File: config.mk
export PLATFORM = sky130hd
export DESIGN_NAME = wb_stage_pipe
export DESIGN_NICKNAME = d
export VERILOG_FILES = /design/src/rtl/wb_pkg.sv /design/src/rtl/wb_stage_pipe_load_formatter.sv /design/src/rtl/wb_stage_pipe.sv
export SDC_FILE = /design/constraint.sdc
export NUM_CORES = 1
export LEC_CHECK = 0
export ABC_CLOCK_PERIOD_IN_PS = 3300
export CORE_UTILIZATION = 45
export DETAILED_ROUTE_END_ITERATION = 10
export GPL_TIMING_DRIVEN = 0
export PLACE_DENSITY = 0.84
export SYNTH_ARGS = -nofsm -noshare
export SYNTH_HDL_FRONTEND = slang
export SYNTH_HIERARCHICAL = 1
export SYNTH_SLANG_ARGS = --single-unit
File: constraint.sdc
create_clock -name clk -period 3.3 [get_ports clk]
set_input_delay 0.33 -clock clk [delete_from_list [all_inputs] [get_ports clk]]
set_output_delay 0.33 -clock clk [all_outputs]
set_load 0.01 [all_outputs]
File: src/rtl/wb_pkg.sv
// Shared encodings for the writeback stage: source selects, load sizes, FSM states.
package wb_pkg;

  localparam logic [1:0] WB_SEL_ALU  = 2'b00;
  localparam logic [1:0] WB_SEL_MEM  = 2'b01;
  localparam logic [1:0] WB_SEL_LINK = 2'b10;
  localparam logic [1:0] WB_SEL_IMM  = 2'b11;

  localparam logic [1:0] LD_BYTE  = 2'b00;
  localparam logic [1:0] LD_HALF  = 2'b01;
  localparam logic [1:0] LD_WORD  = 2'b10;
  localparam logic [1:0] LD_DWORD = 2'b11;

  typedef enum logic {
    IDLE = 1'b0,
    WAIT = 1'b1
  } state_t;

endpackage

File: src/rtl/wb_stage_pipe_load_formatter.sv
// Combinational load formatter: little-endian extract, zero/sign extend, alignment check.
module load_formatter
  import wb_pkg::*;
#(
  parameter int DATA_W = 32,
  localparam int OFF_W = $clog2(DATA_W / 8)
) (
  input  logic [DATA_W-1:0] rdata,
  input  logic [OFF_W-1:0]  off,
  input  logic [1:0]        ld_size,
  input  logic              ld_unsigned,
  output logic [DATA_W-1:0] data,
  output logic              misalign
);

  logic [DATA_W-1:0] shifted;
  logic              msb;
  int                top;

  // Shift the addressed byte down to bit 0, then extend above the field's top bit.
  always_comb begin
    shifted  = rdata >> {off, 3'b000};
    top      = DATA_W - 1;
    msb      = shifted[DATA_W-1];
    misalign = 1'b0;
    data     = '0;
    case (ld_size)
      LD_BYTE: begin
        top = 7;
        msb = shifted[7];
      end
      LD_HALF: begin
        top      = 15;
        msb      = shifted[15];
        misalign = off[0];
      end
      LD_WORD: begin
        top      = 31;
        msb      = shifted[31];
        misalign = (off[1:0] != 2'b00);
      end
      default: begin
        // A dword only exists on a 64-bit datapath and must be fully aligned.
        misalign = (DATA_W != 64) || (off != '0);
      end
    endcase
    for (int i = 0; i < DATA_W; i++) begin
      data[i] = (i <= top) ? shifted[i] : (msb & ~ld_unsigned);
    end
  end

endmodule

File: src/rtl/wb_stage_pipe.sv
// Writeback stage with MEM/WB register, variable-latency load wait, and sticky error flags.
module wb_stage_pipe
  import wb_pkg::*;
#(
  parameter int DATA_W      = 32,
  parameter int REG_ADDR_W  = 5,
  parameter int TIMEOUT     = 255,
  parameter int ZERO_REG_HW = 1
) (
  input  logic                  clk,
  input  logic                  rst_n,
  input  logic                  in_valid,
  output logic                  in_ready,
  input  logic [DATA_W-1:0]     alu_result,
  input  logic [DATA_W-1:0]     link_pc,
  input  logic [DATA_W-1:0]     imm_val,
  input  logic [REG_ADDR_W-1:0] write_reg,
  input  logic                  reg_write,
  input  logic [1:0]            wb_sel,
  input  logic [1:0]            ld_size,
  input  logic                  ld_unsigned,
  input  logic                  mem_rvalid,
  input  logic [DATA_W-1:0]     mem_rdata,
  input  logic                  err_clr,
  output logic                  rf_we,
  output logic [REG_ADDR_W-1:0] rf_waddr,
  output logic [DATA_W-1:0]     rf_wdata,
  output logic                  err_misalign,
  output logic                  err_timeout,
  output logic                  err_spurious
);

  localparam int          OFF_W    = $clog2(DATA_W / 8);
  localparam logic [15:0] CNT_LAST = 16'(TIMEOUT - 1);

  state_t                  state_reg;
  logic [15:0]             cnt_reg;
  logic [REG_ADDR_W-1:0]   waddr_reg;
  logic                    reg_write_reg;
  logic [1:0]              size_reg;
  logic                    unsigned_reg;
  logic [OFF_W-1:0]        off_reg;

  logic                    accept;
  logic                    is_load;
  logic                    idle;
  logic [OFF_W-1:0]        fmt_off;
  logic [1:0]              fmt_size;
  logic                    fmt_unsigned;
  logic [DATA_W-1:0]       fmt_data;
  logic                    fmt_mis;
  logic                    do_write;
  logic [REG_ADDR_W-1:0]   wr_addr;
  logic [DATA_W-1:0]       wr_data;
  logic                    timeout_hit;

  function automatic logic dest_ok(input logic [REG_ADDR_W-1:0] a, input logic rw);
    return rw && !((ZERO_REG_HW != 0) && (a == '0));
  endfunction

  assign idle        = (state_reg == IDLE);
  assign in_ready    = idle;
  assign accept      = in_valid && idle;
  assign is_load     = (wb_sel == WB_SEL_MEM);
  assign timeout_hit = !idle && !mem_rvalid && (cnt_reg == CNT_LAST);

  // In IDLE the formatter sees the live instruction; in WAIT it sees the captured load.
  assign fmt_off      = idle ? alu_result[OFF_W-1:0] : off_reg;
  assign fmt_size     = idle ? ld_size : size_reg;
  assign fmt_unsigned = idle ? ld_unsigned : unsigned_reg;

  load_formatter #(.DATA_W(DATA_W)) u_fmt (
    .rdata       (mem_rdata),
    .off         (fmt_off),
    .ld_size     (fmt_size),
    .ld_unsigned (fmt_unsigned),
    .data        (fmt_data),
    .misalign    (fmt_mis)
  );

  // Decide whether this edge produces a register-file write, and with what.
  always_comb begin
    do_write = 1'b0;
    wr_addr  = write_reg;
    case (wb_sel)
      WB_SEL_ALU:  wr_data = alu_result;
      WB_SEL_MEM:  wr_data = fmt_data;
      WB_SEL_LINK: wr_data = link_pc;
      default:     wr_data = imm_val;
    endcase
    if (idle) begin
      if (accept && (!is_load || mem_rvalid)) begin
        do_write = dest_ok(write_reg, reg_write) && !(is_load && fmt_mis);
      end
    end else if (mem_rvalid) begin
      do_write = dest_ok(waddr_reg, reg_write_reg) && !fmt_mis;
      wr_addr  = waddr_reg;
      wr_data  = fmt_data;
    end
  end

  // FSM, wait counter, MEM/WB capture and registered write port.
  always_ff @(posedge clk or negedge rst_n) begin
    if (!rst_n) begin
      state_reg     <= IDLE;
      cnt_reg       <= '0;
      waddr_reg     <= '0;
      reg_write_reg <= 1'b0;
      size_reg      <= LD_BYTE;
      unsigned_reg  <= 1'b0;
      off_reg       <= '0;
      rf_we         <= 1'b0;
      rf_waddr      <= '0;
      rf_wdata      <= '0;
    end else begin
      rf_we <= do_write;
      if (do_write) begin
        rf_waddr <= wr_addr;
        rf_wdata <= wr_data;
      end
      case (state_reg)
        IDLE: begin
          if (accept) begin
            waddr_reg     <= write_reg;
            reg_write_reg <= reg_write;
            size_reg      <= ld_size;
            unsigned_reg  <= ld_unsigned;
            off_reg       <= alu_result[OFF_W-1:0];
            if (is_load && !mem_rvalid) begin
              state_reg <= WAIT;
              cnt_reg   <= '0;
            end
          end
        end
        default: begin
          if (mem_rvalid || timeout_hit) begin
            state_reg <= IDLE;
          end else begin
            cnt_reg <= cnt_reg + 16'd1;
          end
        end
      endcase
    end
  end

  // Sticky error flags; a new set event beats a simultaneous clear.
  always_ff @(posedge clk or negedge rst_n) begin
    if (!rst_n) begin
      err_misalign <= 1'b0;
      err_timeout  <= 1'b0;
      err_spurious <= 1'b0;
    end else begin
      err_misalign <= (accept && is_load && fmt_mis) | (err_misalign & ~err_clr);
      err_timeout  <= timeout_hit | (err_timeout & ~err_clr);
      err_spurious <= (idle && mem_rvalid && !(accept && is_load)) | (err_spurious & ~err_clr);
    end
  end

endmodule
==> metrics <==
num rows=38; Seq/Total Area, Yosys=34.6%; Max Root-Sink Buffers=2; GRT busiest layer=met2; Clock Sinks=69; Achievable Freq=320 MHz; FILL cells=845; Peak VDD IR=288 µV; htree depth=3; CTS Buf Count=9; post-synthesis cell count=491; area of the multi-input gates=0.00303 mm²; clk_lat worst skew=0.36 ns; synthesized flop and latch total=69; Async S/R FF share, synth=100%; Leak=2.94 nW; GP Congestion=0.917; routed vias/inst=5.93; clk_skew=0.0113 ns; total wire length=16500 µm; Layout area overhead=44.6%; met3 Usage GRT=7.81%; power per cell area=428 mW/mm²; met1 Use GR=33.4%; initial core utilization=46.1%; Critical Path Source Type=flop; Synth warnings=6; total global routing overflow=0; synth top area cells=dfrtp_1, mux2_2, o2bb2ai_1; unrepaired setup endpoints after global routing=no; die area=0.0115 mm²; Post-DRT Antenna Nets=0; post-CTS setup buffer count=0; Max Slew Vio Count=0; Core Box Area=0.0108 mm²; Synth Area per Inst=10.2 µm²; actual slew at the worst max-slew pin=1.15 ns; distinct cell type count after synthesis=63; clock-pin slew on the worst setup and hold paths=0.08 ns; initial antenna violation count=0; Port Buffer Count=182; Residual DRC=0; worst min path class=in -> async; status=finished clean; Finished Layout Cells=829; slew margin rel.=22.9%; crit path DAT=3.36 ns; diodes inserted=0; commonest cells after routing, fill and taps aside=clkdlybuf4s50_1, mux2_2, dfrtp_1; Tmin final=3.12 ns; DP HPWL=12700 µm; EDFF count, synth=0; drt first-iter violations=309; Worst setup EP type=flop; Pre-antenna DRT Iters=5; final instance area=0.00722 mm²; Final Hold Viols=0; most common cell after layout, fill and taps aside=clkdlybuf4s50_1; WL per Instance=19.9 µm; top cell type by total area after synthesis=dfrtp_1; Syn Nets=637; WS Path Type=reg -> reg; CTS tree=built; Post-Syn Area=0.00499 mm²; M2 GR Usage=52.1%; final setup fails=0; max reg flops=32; die height=107 µm; FF/Latch Area=0.00173 mm²; post-synth top area share=34.6%; GRT Overall Usage=29.1%; dpl cells=813; CP max FO=10; routed vias=4913; NumNets Final=830; clock tree root driver cell=clkbuf_8; share of cells above drive strength 1=23.9%; vias in the first global route=5048; max_cap viols=0; IO Count=186; Post-DP Area=0.00699 mm²; Required @ worst endpoint=3.54 ns; Period Utilization, post-route=94.6%; first-pass GRT wire length=25600 µm; chip width=107 µm; pin count of the biggest net entering global routing=70; Main synth FF type=dfrtp_1
[cells by family after synthesis]
family          Yosys count  share of synthesized area [%]
xor+xnor                  4                          0.702
simple gates            144                           16.6
compound gates          113                           17.3
buf+inv                  48                           4.84
flops                    69                           34.6
mux                     111                           25.5
fa+ha+maj                 2                          0.501
[stage by stage]
step	power, W	hold WS [ns]	setup TNS, ns	util (%)	worst slack (ns)
6_report	0.00309	0.0871	0	66.6	0.177
5_1_grt	0.00324	0.165	0	66.6	0.0337
4_1_cts	0.00311	0.126	0	66.5	0.0159
3_5_place_dp	0.00230	0.471	0	64.5	0.0451
3_3_place_gp	0.00227	0.460	-27.19	64.5	-0.399
2_1_floorplan	0.00168	0.0344	0	-	0.590
[metal layers]
layer | routed length (µm) | part of all wire [%] | vias to the layer above
met5 | 0 | 0 | -
met4 | 292 | 1.8 | 0
met3 | 1450 | 8.8 | 24
met2 | 8440 | 51 | 232
met1 | 6340 | 38 | 2401
li1 | - | - | 2256
[area by class of cell]
class | count | share of cell area (%)
multi-input combinational | 374 | 42.0
timing repair buffer | 182 | 25.2
tap | 140 | 2.43
buffer | 36 | 2.76
inverter | 12 | 0.624
sequential | 69 | 23.9
clock buffer | 9 | 1.72
clock inverter | 7 | 1.37
[path summary, 6_finish.rpt]
| path | startpoint | to | slack, ns | cells after the start |
|---|---|---|---|---|
| max in group asynchronous | rst_n | rf_wdata[26] | 2.61 | 1 |
| min | rst_n | cnt_reg[12] | 0.09 | 1 |
| max reg2reg | state_reg | rf_wdata[10] | 0.18 | 12 |
| max | state_reg | rf_wdata[10] | 0.18 | 12 |
| min reg2reg | reg_write_reg | reg_write_reg | 0.49 | 2 |
| min in group clk | mem_rvalid | err_spurious | 0.37 | 3 |
[cell usage after synthesis, types with 3 or more instances]
master / n
a21oi_1: 13
a221oi_1: 7
a22oi_1: 30
buf_1: 5
buf_2: 7
buf_4: 4
buf_6: 5
clkbuf_1: 15
dfrtp_1: 69
inv_1: 11
mux2_2: 97
mux2i_1: 10
mux4_2: 3
nand2_1: 63
nand2b_1: 3
nand3_1: 16
nand3_2: 11
nor2_1: 11
nor3_1: 5
o21ai_0: 13
o2bb2ai_1: 29
o311ai_0: 3
o31ai_1: 3
o41ai_1: 3
xnor2_1: 3
[power by group]
part	switching (W)	internal, W	total, W
clock network	0.000370	0.000429	0.000800
logic	0.000483	0.000682	0.00116
registers	0.000114	0.00101	0.00113
[critical path, stage by stage, from the launching register on]
cell      delay, ns
dfrtp_1        0.45
clkbuf_4       0.26
mux2_2         0.40
buf_4          0.19
buf_6          0.17
o21ai_0        0.16
a21oi_1        0.14
inv_1          0.11
a21oi_1        0.07
o31ai_1        0.31
buf_6          0.23
buf_6          0.18
mux2_2         0.34
[what timing repair did]
| action | CTS | global route |
|---|---|---|
| endpoints found under the setup margin | 0 | 37 |
| hold buffers | 0 | 0 |
| gates resized for setup | 0 | 3 |
No activity file was read; power rests on OpenSTA's default activity.
